File: src/rtl/vec_asip_pkg.sv
// Shared types, sizes and register-index decode for the vector execute stage.
package vec_asip_pkg;
  localparam int REG_SIZE = 8;
  localparam int VEC_SIZE = 4;
  localparam int SEL_BITS = 4;
  localparam int REG_QTY  = 4;
  localparam int VEC_W    = REG_SIZE * VEC_SIZE;
  localparam int SH_W     = $clog2(REG_SIZE);
  localparam int CNT_W    = $clog2(REG_SIZE);

  typedef logic [REG_SIZE-1:0] lane_t;
  typedef logic [VEC_W-1:0]    vec_t;
  typedef logic [SEL_BITS-1:0] reg_idx_t;

  typedef enum logic [2:0] {
    OP_ADD = 3'd0,
    OP_SUB = 3'd1,
    OP_AND = 3'd2,
    OP_OR  = 3'd3,
    OP_XOR = 3'd4,
    OP_SLL = 3'd5,
    OP_SRL = 3'd6,
    OP_MUL = 3'd7
  } op_e;

  typedef enum logic [1:0] {
    ST_IDLE = 2'd0,
    ST_MUL  = 2'd1,
    ST_WB   = 2'd2
  } state_e;

  localparam reg_idx_t          SC_BASE  = reg_idx_t'(REG_QTY);
  localparam reg_idx_t          SC_END   = reg_idx_t'(2 * REG_QTY);
  localparam logic [CNT_W-1:0]  CNT_LAST = CNT_W'(REG_SIZE - 1);

  function automatic logic isVecReg(reg_idx_t idx);
    return idx < SC_BASE;
  endfunction

  // Indices at or above SC_END are special/read-only and never strobed.
  function automatic logic isScReg(reg_idx_t idx);
    return (idx >= SC_BASE) && (idx < SC_END);
  endfunction
endpackage

File: src/rtl/vec_lane_alu.sv
// Single-lane combinational ALU for the one-cycle ops; MUL is handled iteratively in the top.
module vec_lane_alu
  import vec_asip_pkg::*;
(
  input  op_e   op_i,
  input  lane_t a_i,
  input  lane_t b_i,
  output lane_t y_o
);
  logic [SH_W-1:0] shamt;
  assign shamt = b_i[SH_W-1:0];

  always_comb begin
    y_o = '0;
    unique case (op_i)
      OP_ADD:  y_o = a_i + b_i;
      OP_SUB:  y_o = a_i - b_i;
      OP_AND:  y_o = a_i & b_i;
      OP_OR:   y_o = a_i | b_i;
      OP_XOR:  y_o = a_i ^ b_i;
      OP_SLL:  y_o = a_i << shamt;
      OP_SRL:  y_o = a_i >> shamt;
      default: y_o = '0;
    endcase
  end
endmodule

File: src/rtl/vec_execute_stage.sv
// Vector execute stage feeding the regFile write port: one-cycle lane ops plus
// an iterative shift-add multiply that stalls upstream via inReady.
module vec_execute_stage
  import vec_asip_pkg::*;
(
  input  logic                clk,
  input  logic                reset,
  input  logic                inValid,
  output logic                inReady,
  input  logic [2:0]          opcode,
  input  logic [VEC_W-1:0]    operand1,
  input  logic [VEC_W-1:0]    operand2,
  input  logic [SEL_BITS-1:0] destReg,
  output logic [VEC_W-1:0]    dataIn,
  output logic [SEL_BITS-1:0] regToWrite,
  output logic                regWrEnVec,
  output logic                regWrEnSc,
  output logic                busy,
  output state_e              stateDbg
);
  // Handshake: an instruction is taken on a rising edge where inValid && inReady;
  // upstream holds it while inReady is low, and inValid then is ignored.
  state_e         state_q, state_d;
  reg_idx_t       dest_q;
  logic [CNT_W-1:0] cnt_q;
  vec_t           data_q;
  reg_idx_t       wr_reg_q;
  logic           wr_vec_q, wr_sc_q;

  op_e      op;
  logic     accept, is_mul, mul_start, mul_done, wr_load;
  vec_t     alu_res, mul_res, wr_data;
  reg_idx_t wr_dest;

  assign op        = op_e'(opcode);
  assign inReady   = (state_q != ST_MUL);
  assign busy      = (state_q == ST_MUL);
  assign accept    = inValid && inReady;
  assign is_mul    = (op == OP_MUL);
  assign mul_start = accept && is_mul;

  always_comb begin
    state_d  = state_q;
    mul_done = 1'b0;
    unique case (state_q)
      ST_IDLE, ST_WB: begin
        if (accept) state_d = is_mul ? ST_MUL : ST_WB;
        else        state_d = ST_IDLE;
      end
      ST_MUL: begin
        if (cnt_q == CNT_LAST) begin
          state_d  = ST_WB;
          mul_done = 1'b1;
        end
      end
      default: state_d = ST_IDLE;
    endcase
  end

  assign wr_load = (accept && !is_mul) || mul_done;
  assign wr_dest = mul_done ? dest_q : destReg;
  assign wr_data = mul_done ? mul_res : alu_res;

  always_ff @(posedge clk) begin
    if (reset) begin
      state_q  <= ST_IDLE;
      dest_q   <= '0;
      cnt_q    <= '0;
      data_q   <= '0;
      wr_reg_q <= '0;
      wr_vec_q <= 1'b0;
      wr_sc_q  <= 1'b0;
    end else begin
      state_q <= state_d;
      if (wr_load) begin
        data_q   <= wr_data;
        wr_reg_q <= wr_dest;
        wr_vec_q <= isVecReg(wr_dest);
        wr_sc_q  <= isScReg(wr_dest);
      end else begin
        wr_vec_q <= 1'b0;
        wr_sc_q  <= 1'b0;
      end
      if (mul_start) begin
        dest_q <= destReg;
        cnt_q  <= '0;
      end else if (state_q == ST_MUL) begin
        cnt_q <= cnt_q + CNT_W'(1);
      end
    end
  end

  // Per-lane datapath: the last shift-add step's sum is captured directly as the result.
  for (genvar l = 0; l < VEC_SIZE; l++) begin : g_lane
    lane_t a_l, b_l, alu_y, step_acc;
    lane_t mcand_q, mplier_q, acc_q;

    assign a_l = operand1[l*REG_SIZE +: REG_SIZE];
    assign b_l = operand2[l*REG_SIZE +: REG_SIZE];

    vec_lane_alu u_alu (
      .op_i (op),
      .a_i  (a_l),
      .b_i  (b_l),
      .y_o  (alu_y)
    );

    assign step_acc = acc_q + (mplier_q[0] ? mcand_q : '0);
    assign alu_res[l*REG_SIZE +: REG_SIZE] = alu_y;
    assign mul_res[l*REG_SIZE +: REG_SIZE] = step_acc;

    always_ff @(posedge clk) begin
      if (reset) begin
        mcand_q  <= '0;
        mplier_q <= '0;
        acc_q    <= '0;
      end else if (mul_start) begin
        mcand_q  <= a_l;
        mplier_q <= b_l;
        acc_q    <= '0;
      end else if (state_q == ST_MUL) begin
        mcand_q  <= mcand_q << 1;
        mplier_q <= mplier_q >> 1;
        acc_q    <= step_acc;
      end
    end
  end

  assign dataIn     = data_q;
  assign regToWrite = wr_reg_q;
  assign regWrEnVec = wr_vec_q;
  assign regWrEnSc  = wr_sc_q;
  assign stateDbg   = state_q;
endmodule

File: config.mk
export PLATFORM = sky130hd
export DESIGN_NAME = vec_execute_stage
export DESIGN_NICKNAME = d
export VERILOG_FILES = /design/src/rtl/vec_asip_pkg.sv /design/src/rtl/vec_lane_alu.sv /design/src/rtl/vec_execute_stage.sv
export SDC_FILE = /design/constraint.sdc
export NUM_CORES = 1
export LEC_CHECK = 0
export ABC_AREA = 1
export CAP_MARGIN = 0
export CORE_UTILIZATION = 50
export CTS_CLUSTER_SIZE = 28
export DETAILED_ROUTE_END_ITERATION = 8
export PLACE_DENSITY = 0.75
export SYNTH_ARGS = -nofsm -noshare
export SYNTH_HDL_FRONTEND = slang
export SYNTH_SLANG_ARGS = --single-unit
export TNS_END_PERCENT = 30
File: constraint.sdc
create_clock -name clk -period 4.6 [get_ports clk]
set_clock_uncertainty 0.2 [all_clocks]
set_input_delay 1.15 -clock clk [delete_from_list [all_inputs] [get_ports clk]]
set_output_delay 1.15 -clock clk [all_outputs]
set_load 0.03 [all_outputs]
* Yosys cells after proc, flatten, opt, wreduce, memory -nomap -nowiden
Index checks and enable logic that the tools add are counted.
** Storage, ports and cells
- Bits in registers :: 143
- Input bits :: 74
- Output and inout port bits :: 42
- Logic and storage cells :: 112
** Operators by class
- Add/sub/neg operators :: 13
- Magnitude comparators :: 3
- Equal/unequal tests :: 12
- Shift operators :: 8
- Muxes and demuxes :: 32
- Bitwise logic cells :: 13
- Reduce and logical (&&, ||, !) cells :: 12
** Operators by type and width (count)
- one-hot mux 8 bit (7 select lines) :: 4
- two-way mux 8 bit :: 20
- adder 8 bit :: 8
- bitwise AND 8 bit :: 4
- two-way mux 32 bit :: 1
- bitwise OR 8 bit :: 4
- << shifter 8 x 3 -> 8 bit :: 4
- right shift 8 x 3 -> 8 bit :: 4
- subtractor 8 bit :: 4
- XOR 8 bit :: 4
- == test 3 bit (second input constant) :: 5
- == test 3 x 2 -> 1 bit (second input constant) :: 2
- two-way mux 2 bit :: 3
- OR reduction 2 bit :: 3
- greater-or-equal comparator 4 x 3 -> 1 bit (second input constant) :: 1
- logical AND 1 bit :: 4
- less-than comparator 4 x 3 -> 1 bit (second input constant) :: 1
- less-than comparator 4 bit (second input constant) :: 1
- two-way mux 4 bit :: 1
- != test 2 x 1 -> 1 bit (second input constant) :: 2
- one-hot mux 2 bit (2 select lines) :: 1
- adder 3 x 1 -> 3 bit (second input constant) :: 1
- == test 3 x 1 -> 1 bit (second input constant) :: 1
- logical NOT 3 bit :: 1
- other kinds (8) :: 9

* Logic depth before layout (Yosys ltp)
- Depth after elaboration :: 6
- Depth in mapped cells :: 23
- Depth with buffers taken out :: 21

* By module
Synthesis repeated with hierarchy kept, for this count alone.
** Second synthesis, totals
- Cells, all modules :: 2185
- Area total of the unflattened synthesis :: 13553.0 um^2
** Modules (own cells, without submodules)
- vec_execute_stage :: instances 1, cells each 1092, area each 7384.6 um^2, seq. area each 2862.7 um^2
- vec_lane_alu at g_lane[1].u_alu ... :: instances 3, cells each 273, area each 1542.7 um^2, seq. area each 0.0 um^2
- vec_lane_alu at g_lane[0].u_alu :: instances 1, cells each 274, area each 1540.2 um^2, seq. area each 0.0 um^2

* Least setup slack after synthesis
Ideal clock, no wire load.
- Path type :: in2reg
- From :: input operand2[1]
- To :: register data_q[5] (netlist: dataIn[5])
- Setup time :: 0.122 ns
- Data arrival time :: 3.400 ns
- Required time :: 4.278 ns
- Path slack :: 0.878 ns
- Stages :: 13
- Path buffers :: 1
- Cells stage by stage :: clkinv_1 > clkbuf_1 > ha_1 > or2_2 > xor2_1 > ha_1 > nand2_1 > o21ai_0 > nand2_1 > o21bai_1 > a21oi_1 > o21ai_0 > a21oi_1
** On the way
- Word-level cells in the longest chain between the ends :: 3
- Elaborated cells on any way between the ends :: 6
- Those cells by class :: add/sub (2); shift (2); mux (2)
** RTL lines
- from (decl) :: RTL line vec_execute_stage.sv:12 : input logic [VEC_W-1:0] operand2,
- subtractor 8 bit, or another cell as far along :: RTL line vec_lane_alu.sv:17 : OP_SUB: y_o = a_i - b_i;
- one-hot mux 8 bit (7 select lines) (*) :: RTL line vec_lane_alu.sv:15 : unique case (op_i)
- two-way mux 32 bit (*) :: RTL line vec_execute_stage.sv:62 : assign wr_data = mul_done ? mul_res : alu_res;
- to (signal assigned) :: RTL line vec_execute_stage.sv:76 : data_q <= wr_data;
- to (decl) :: RTL line vec_execute_stage.sv:26 : vec_t data_q;
Mark *: on every way between the ends. The rest lies on a longest branch, timed or not.
A chain may end at the register's enable or synchronous reset.

* Worst setup path after layout
- From :: input operand2[2]
- To :: register data_q[6] (netlist: dataIn[6])
Same word-level chain as after synthesis.

==> results.md <==
- The number of synthesized flops with an enable pin is 0.
- Synthesis produced a netlist whose cell count is around 2000.
- The leakage power summed over all cells is 0.00727 uW.
- In the final design database the tool counted between 2000 and 2500 nets.
- The number of buffers inserted by post-CTS setup repair is 0.
- The arrival time of the worst setup path is between 4000 and 5000 ps.
- The worst hold path class is flop to flop.
- During synthesis, Yosys emitted a total of 0 warnings.
- For this run, the leading register cell type out of synthesis is dfxtp_1.
- In this run the tightest slew margin relative to its limit is a little over a third.
- In this run the standard cell core region covers between 20000 and 25000 um^2.
- The clock drives roughly 140 sinks.
- The initial cell density of the core is just over 50%.
- The remaining antenna violation count is 0.
- For the pin with the worst max-slew slack, the measured transition is just under 1000 ps.
- In the finished design, the share of the clock period the worst path needs comes to 85.1%.
- The first-pass GRT wire length is approximately 70000 um.
- The highest ir drop seen on vdd is between 0.15 and 0.2 mV.
- The placed cell count is roughly 2400.
- The final design instance area without fill is approximately 15000 um^2.
- In this run the horizontal extent of the chip is 161 um.
- The sequential fraction of the synthesis area is 22.6%.
- approximately 120 I/O pins were placed.
- Of the cells placed in the final design, the portion with a size suffix greater than 1 is under 10%.
- The longest clock path from root to sink contains 2 buffers.
- The nature of the critical path startpoint is a primary input.
- The number of levels the H-tree was split into is 4.
- For the worst-skew pair, the clock arrives at the later sink with an insertion delay of 430 ps.
- Global routing consumed, over all layers together, 34.4% of the routing resources.
- The number of global-route vias before repair is between 10000 and 15000.
- Setup violations remaining at the end of the flow were counted as 0.
- Leaving out filler cells and counting taps, the final layout contains 2393.
- The total wire length is between 40000 and 50000 um.
- The detailed-route wire length per cell is 18.6 um.
- The die covers roughly 26000 um^2.
- The post-cts sizing count is 0.
- The average instance in the mapped netlist occupies around 6.4 um^2.
- On the worst path, the slowest cell contributes a delay of slightly below 700 ps.
- The setup total negative slack is 0 ps.
- Entering global routing, the biggest net connects 80 pins.
- The root buffer selected by CTS is clkbuf_16.
- The count of buffers inserted at the top-level ports is ~120.
- The synthesis-to-layout area growth is 16.4%.
- The register clock-pin slew on the reported worst setup and hold paths is roughly 60 ps.
- The number of antenna cells inserted is 0.
- The number of antenna violations at the first check in global routing is 0.
- Row generation in the floorplan step produced 57 rows.
- The congestion estimate from routability-driven global placement came to 0.985.
- The final-report max-slew violation count is 0.
- The total vias in the final route is 13800.
- The number of library cell types mapped by synthesis is between 50 and 60.
- The run finished with clean final reports.
- In the layout the commonest cells are nand2_1, inv_1, nor2_1, dfxtp_1, ha_1.
- The final period demand of the worst path is slightly below 4000 ps.
- The residual overflow from global routing is 0.
- The total nets after synthesis is ~2200.
- The synthesis-stage register bit count is between 100 and 150.
- In this run the worst path has a maximum fanout of 6.
- Setup repair after global routing left no endpoint under its margin.
- The type of the worst setup path is primary input to flop.
- The number of hold-slack violations in the final timing report is 0.
- Derived from the worst setup path, the maximum achievable clock frequency is 255 MHz.
- The die is 161 um tall.
- Power spread over the standard cell area amounts to ~260 nW/um^2.
- The capturing element type of the critical path is a flop.
- The most common cell after layout, fill and taps aside is nand2_1.
- The synthesized cell area is 12700 um^2.
- The total of hold buffers inserted after clock tree synthesis is 0.
- The wire-length estimate of the detail-placed layout is roughly 33000 um.
- The final-layout fill cell count is approximately 2400.
- The cell with the biggest individual delay on the critical path is clkdlybuf4s50_1.
- The area after detailed placement is approximately 14000 um^2.
- The DRC violation count after routing is 0.
- The worst endpoint required time is about 4700 ps.
- In the synthesized netlist the async set-or-reset flop fraction comes to 0%.
- TritonCTS built the clock tree.
- Counting the buffers created by CTS gives 17.
- The critical path goes through clkdlybuf4s50_1, clkinv_1, nand3_1, nor2_1, nor2_1, xor2_1, inv_1, ha_1, a21oi_1, nand3_1, or2_2, nand3_1, nand4_1, nand2_1, nand2_1.
- The final critical-path setup slack is slightly below 700 ps.
- The initial detailed-routing violation count is 1395.
- Before CTS, the worst setup slack after placement is ~300 ps.
- The via density per instance is between 5 and 6.
- The number of detailed-routing iterations run before antenna repair is 8.
- The cell repeated most along the worst path is nand3_1.
- The tool flagged a number of max-cap violations equal to 0.
[state kept, by name, indices dropped and copies added (netlist names)]
register and cells:
dataIn 32, g_lane.acc_q 32, g_lane.mcand_q 32, g_lane.mplier_q 32
dest_q 4, regToWrite 4, cnt_q 3, stateDbg 2
regWrEnSc 1, regWrEnVec 1
[metrics by stage]
stage	total power [uW]	hold WS, ps	util (%)
2_1_floorplan	2000	225	-
3_3_place_gp	2380	239	57.3
3_5_place_dp	2390	247	57.3
4_1_cts	3890	258	60.0
5_1_grt	4070	283	60.0
6_report	3910	261	60.0
[layer usage]
layer	global-route usage [%]	part of all wire, %	vias up
met3	5.21	7.4	124
met5	0	0	-
met4	17.9	5.1	0
met1	41.3	41	6416
met2	59.1	47	611
li1	-	-	6658
[cell type report]
class	count	area (um^2)	area share, %
Inverter	256	963	6.53
Multi-Input combinational cell	1484	8440	57.2
Tap cell	324	405	2.75
Clock buffer	20	437	2.96
Timing Repair Buffer	154	1440	9.75
Sequential cell	143	2860	19.4
Clock inverter	12	208	1.41
[worst max-delay path, delay by kind of cell]
kind | cells | cell delay [ps]
XOR/XNOR | 1 | 170
AO/OA/AOI/OAI | 1 | 180
AND/OR/NAND/NOR | 9 | 1250
buffers and inverters | 3 | 930
adder cells (fa/ha/maj) | 1 | 340
[logic make-up (layout without fill, tap and decap cells)]
group | Yosys count | count (layout) | share of synthesized area [%]
AO/OA/AOI/OAI | 373 | 373 | 18.6
XOR/XNOR | 47 | 47 | 3.25
adder cells (fa/ha/maj) | 138 | 138 | 14.1
buffers and inverters | 342 | 442 | 10.9
flip-flops | 143 | 143 | 22.6
multiplexers | 3 | 3 | 0.237
AND/OR/NAND/NOR | 923 | 923 | 30.3
[Yosys cell counts (3+ instances only)]
cell type  number  area share (%)
nand2_1       496              15
inv_1         239             7.1
nor2_1        236             7.0
dfxtp_1       143              23
ha_1          130              13
o21ai_0       110             4.3
nand3_1       109             4.3
a21oi_1        90             3.6
a221oi_1       56             3.9
clkbuf_1       39             1.2
buf_2          34             1.3
xor2_1         33             2.3
o211ai_1       24             1.4
nand4_1        21             1.0
o21a_1         19             1.1
nor3_1         16            0.63
nand3b_1       14            0.83
xnor2_1        14            0.97
a31oi_1        13            0.64
or2_2          12            0.59
a21o_1         11            0.65
inv_2          11            0.33
o2111ai_1      11            0.76
fa_1            8             1.3
o22ai_1         8            0.39
o31ai_1         7            0.41
o21ai_1         6            0.24
buf_6           5            0.44
clkinv_1        5            0.15
nor2_4          5            0.44
buf_1           4            0.12
nor2_2          4            0.20
o21bai_1        4            0.24
a211oi_1        3            0.18
buf_4           3            0.18
mux2i_1         3            0.24
nand2_2         3            0.15
nand3_2         3            0.24
[where the power goes]
part	leakage (uW)	internal, uW	switching, uW
logic	0.00580	383	673
clock network	0.000301	967	554
registers	0.00116	1290	41.2
total	0.00727	2640	1270
[final timing paths]
path               endpoint        start  slack (ps)  cells after the start
hold / removal    dest_q[2]    dest_q[2]         260                      2
setup reg to reg  dataIn[1]     cnt_q[0]        1640                      9
setup / recovery  dataIn[6]  operand2[2]         690                     15
hold reg to reg   dest_q[2]    dest_q[2]         260                      2
Note: power is estimated with default switching activity, not from simulation.
==> edit, RTL diff (config.mk and constraints unchanged) <==
The package constant `VEC_SIZE` goes from 4 to 2.
--- a/src/rtl/vec_asip_pkg.sv
+++ b/src/rtl/vec_asip_pkg.sv
@@ -1,7 +1,7 @@
 // Shared types, sizes and register-index decode for the vector execute stage.
 package vec_asip_pkg;
   localparam int REG_SIZE = 8;
-  localparam int VEC_SIZE = 4;
+  localparam int VEC_SIZE = 2;
   localparam int SEL_BITS = 4;
   localparam int REG_QTY  = 4;
   localparam int VEC_W    = REG_SIZE * VEC_SIZE;
Ports: changed (resized dataIn, operand1 and operand2); port bits go from 116 to 68. No check against the original RTL was run, so the function may have changed too.
==> edit against the original RTL <==
Cell area shrank 46%. Combinational power shrank 48%. Power shrank 50%. Critical path depth grew 2. Register-to-register slack lost 0.20 ns. Non-clock buffer count shrank 76. Highest routed layer unchanged. Routed wire length shrank 55%. Synthesized cell count shrank 46%. Count of clock-buffer cells in the layout shrank 8. Final cell count shrank 46%. Worst setup slack gained 0.069 ns. Sequential cell count shrank 64. Synthesized area shrank 45%.
==> edit: results (changes against the original RTL) <==
- Proportion of synthesized area in mux cells: 0% (was 0.237%)
- Most numerous cell types in the synthesized netlist: sky130_fd_sc_hd__nand2_1 (262), sky130_fd_sc_hd__inv_1 (137), sky130_fd_sc_hd__nor2_1 (126) (was sky130_fd_sc_hd__nand2_1 (496), sky130_fd_sc_hd__inv_1 (239), sky130_fd_sc_hd__nor2_1 (236))
- The maximum vdd drop is 187 µV (was 196 µV).
* Global-route wire length before repair: 32500 µm (was 69900 µm)
- The distinct cell type count after synthesis was 43 (was 52).
* Largest net degree at the start of global routing: 54 (was 80)
- Register-to-Register Path Depth: 11 (was 9)
- The detail-routed via count per cell is 5.57 (was 5.77).
- The total routing resource utilization after global routing was 28.4% (was 34.4%).
- The H-tree depth is 3 (was 4).
- The clock insertion delay at the later pin of the skew report is 0.34 ns (was 0.43 ns).
- Number of buffers created by CTS: 9 (was 17)
- Post-DR wirelength/cell: 15.5 µm (was 18.6 µm)
* Result of the run: complete, no violations (unchanged)
* Endpoint, Worst Hold: g_lane[0].acc_q[0] (was dest_q[2])
* Share of the synthesized area in compound gates (AO/OA/AOI/OAI): 19.4% (was 18.6%)
- Synthesized-area fraction occupied by adder cells: 13.0% (was 14.1%)
- The worst slew slack as a fraction of its limit came to 44.9% (was 35.2%).
- Post-placement setup slack: 0.469 ns (was 0.295 ns)
* Hold Worst Slack: 0.268 ns (was 0.261 ns)
- Register-to-register setup slack: 1.44 ns (was 1.64 ns)
- Number of buffers added on ports: 67 (was 115)
* Share of layout cells above drive strength 1: 7.30% (was 5.46%)
* Delay of the slowest cell on the worst path: 0.49 ns (was 0.69 ns)
* Total nets after synthesis: 1172 (was 2181)
- Total leakage power: 4.06 nW (was 7.27 nW)
- The number of iterations in the first detailed-routing pass was 6 (was 8).
* Switching part of the total power: 32.8% (was 32.5%)
-- edit: power groups by stage --
| stage | logic, mW | clock network [mW] | registers, mW |
|---|---|---|---|
| after floorplan | 0.326 | 0 | 0.775 |
| after global placement | 0.534 | 0 | 0.746 |
| after detailed placement | 0.537 | 0 | 0.746 |
| after CTS | 0.539 | 0.690 | 0.731 |
| after global routing | 0.605 | 0.717 | 0.735 |
| final | 0.546 | 0.684 | 0.732 |
-- edit: cell type report --
type	instances	area (µm²)
clock buffers	12	267
clock inverters	3	17.5
fillers	1280	5420
inverters	144	543
multi-input cells	793	4600
flip-flops and latches	79	1580
well taps	176	220
repair buffers	78	753
-- edit: routing by layer --
layer	vias up	GRT usage (%)	routed length, µm
met5	-	0	0
met3	43	3.71	1590
met2	319	43.5	8680
met4	0	9.61	476
li1	3566	-	-
met1	3224	40.9	9160
-- edit: how the worst max path moves through the flow --
stage | from | end | slack (ns)
final | opcode[2] | dataIn[6] | 0.75
after global routing | opcode[2] | dataIn[6] | 0.48
after CTS | opcode[2] | dataIn[6] | 0.82
after detailed placement | opcode[2] | dataIn[6] | 0.47
after global placement | opcode[2] | dataIn[6] | 0.51
after floorplan | operand2[1] | dataIn[7] | 0.97
-- edit: critical path: cells and delay by family --
family | cells | cell delay [ns]
and+or+nand+nor | 9 | 1.20
buffers and inverters | 4 | 0.77
adders and majority gates | 1 | 0.35
AOI/OAI and AO/OA | 2 | 0.27
xor gates and xnor gates | 1 | 0.14
-- edit: logic make-up (layout without fill, tap and decap cells) --
logic type / Yosys count / in the layout
xor+xnor: 22 / 22
buf+inv: 188 / 237
compound gates: 197 / 197
simple gates: 504 / 504
flops: 79 / 79
fa+ha+maj: 70 / 70
-- edit: per-stage QoR --
step	instance area, µm²	utilization (%)	instances
final	7980	59.6	1285
after global routing	7980	59.6	1285
after CTS	7980	59.6	1285
after detailed placement	7700	57.5	1270
after global placement	7700	57.5	1270
after floorplan	6950	-	1060
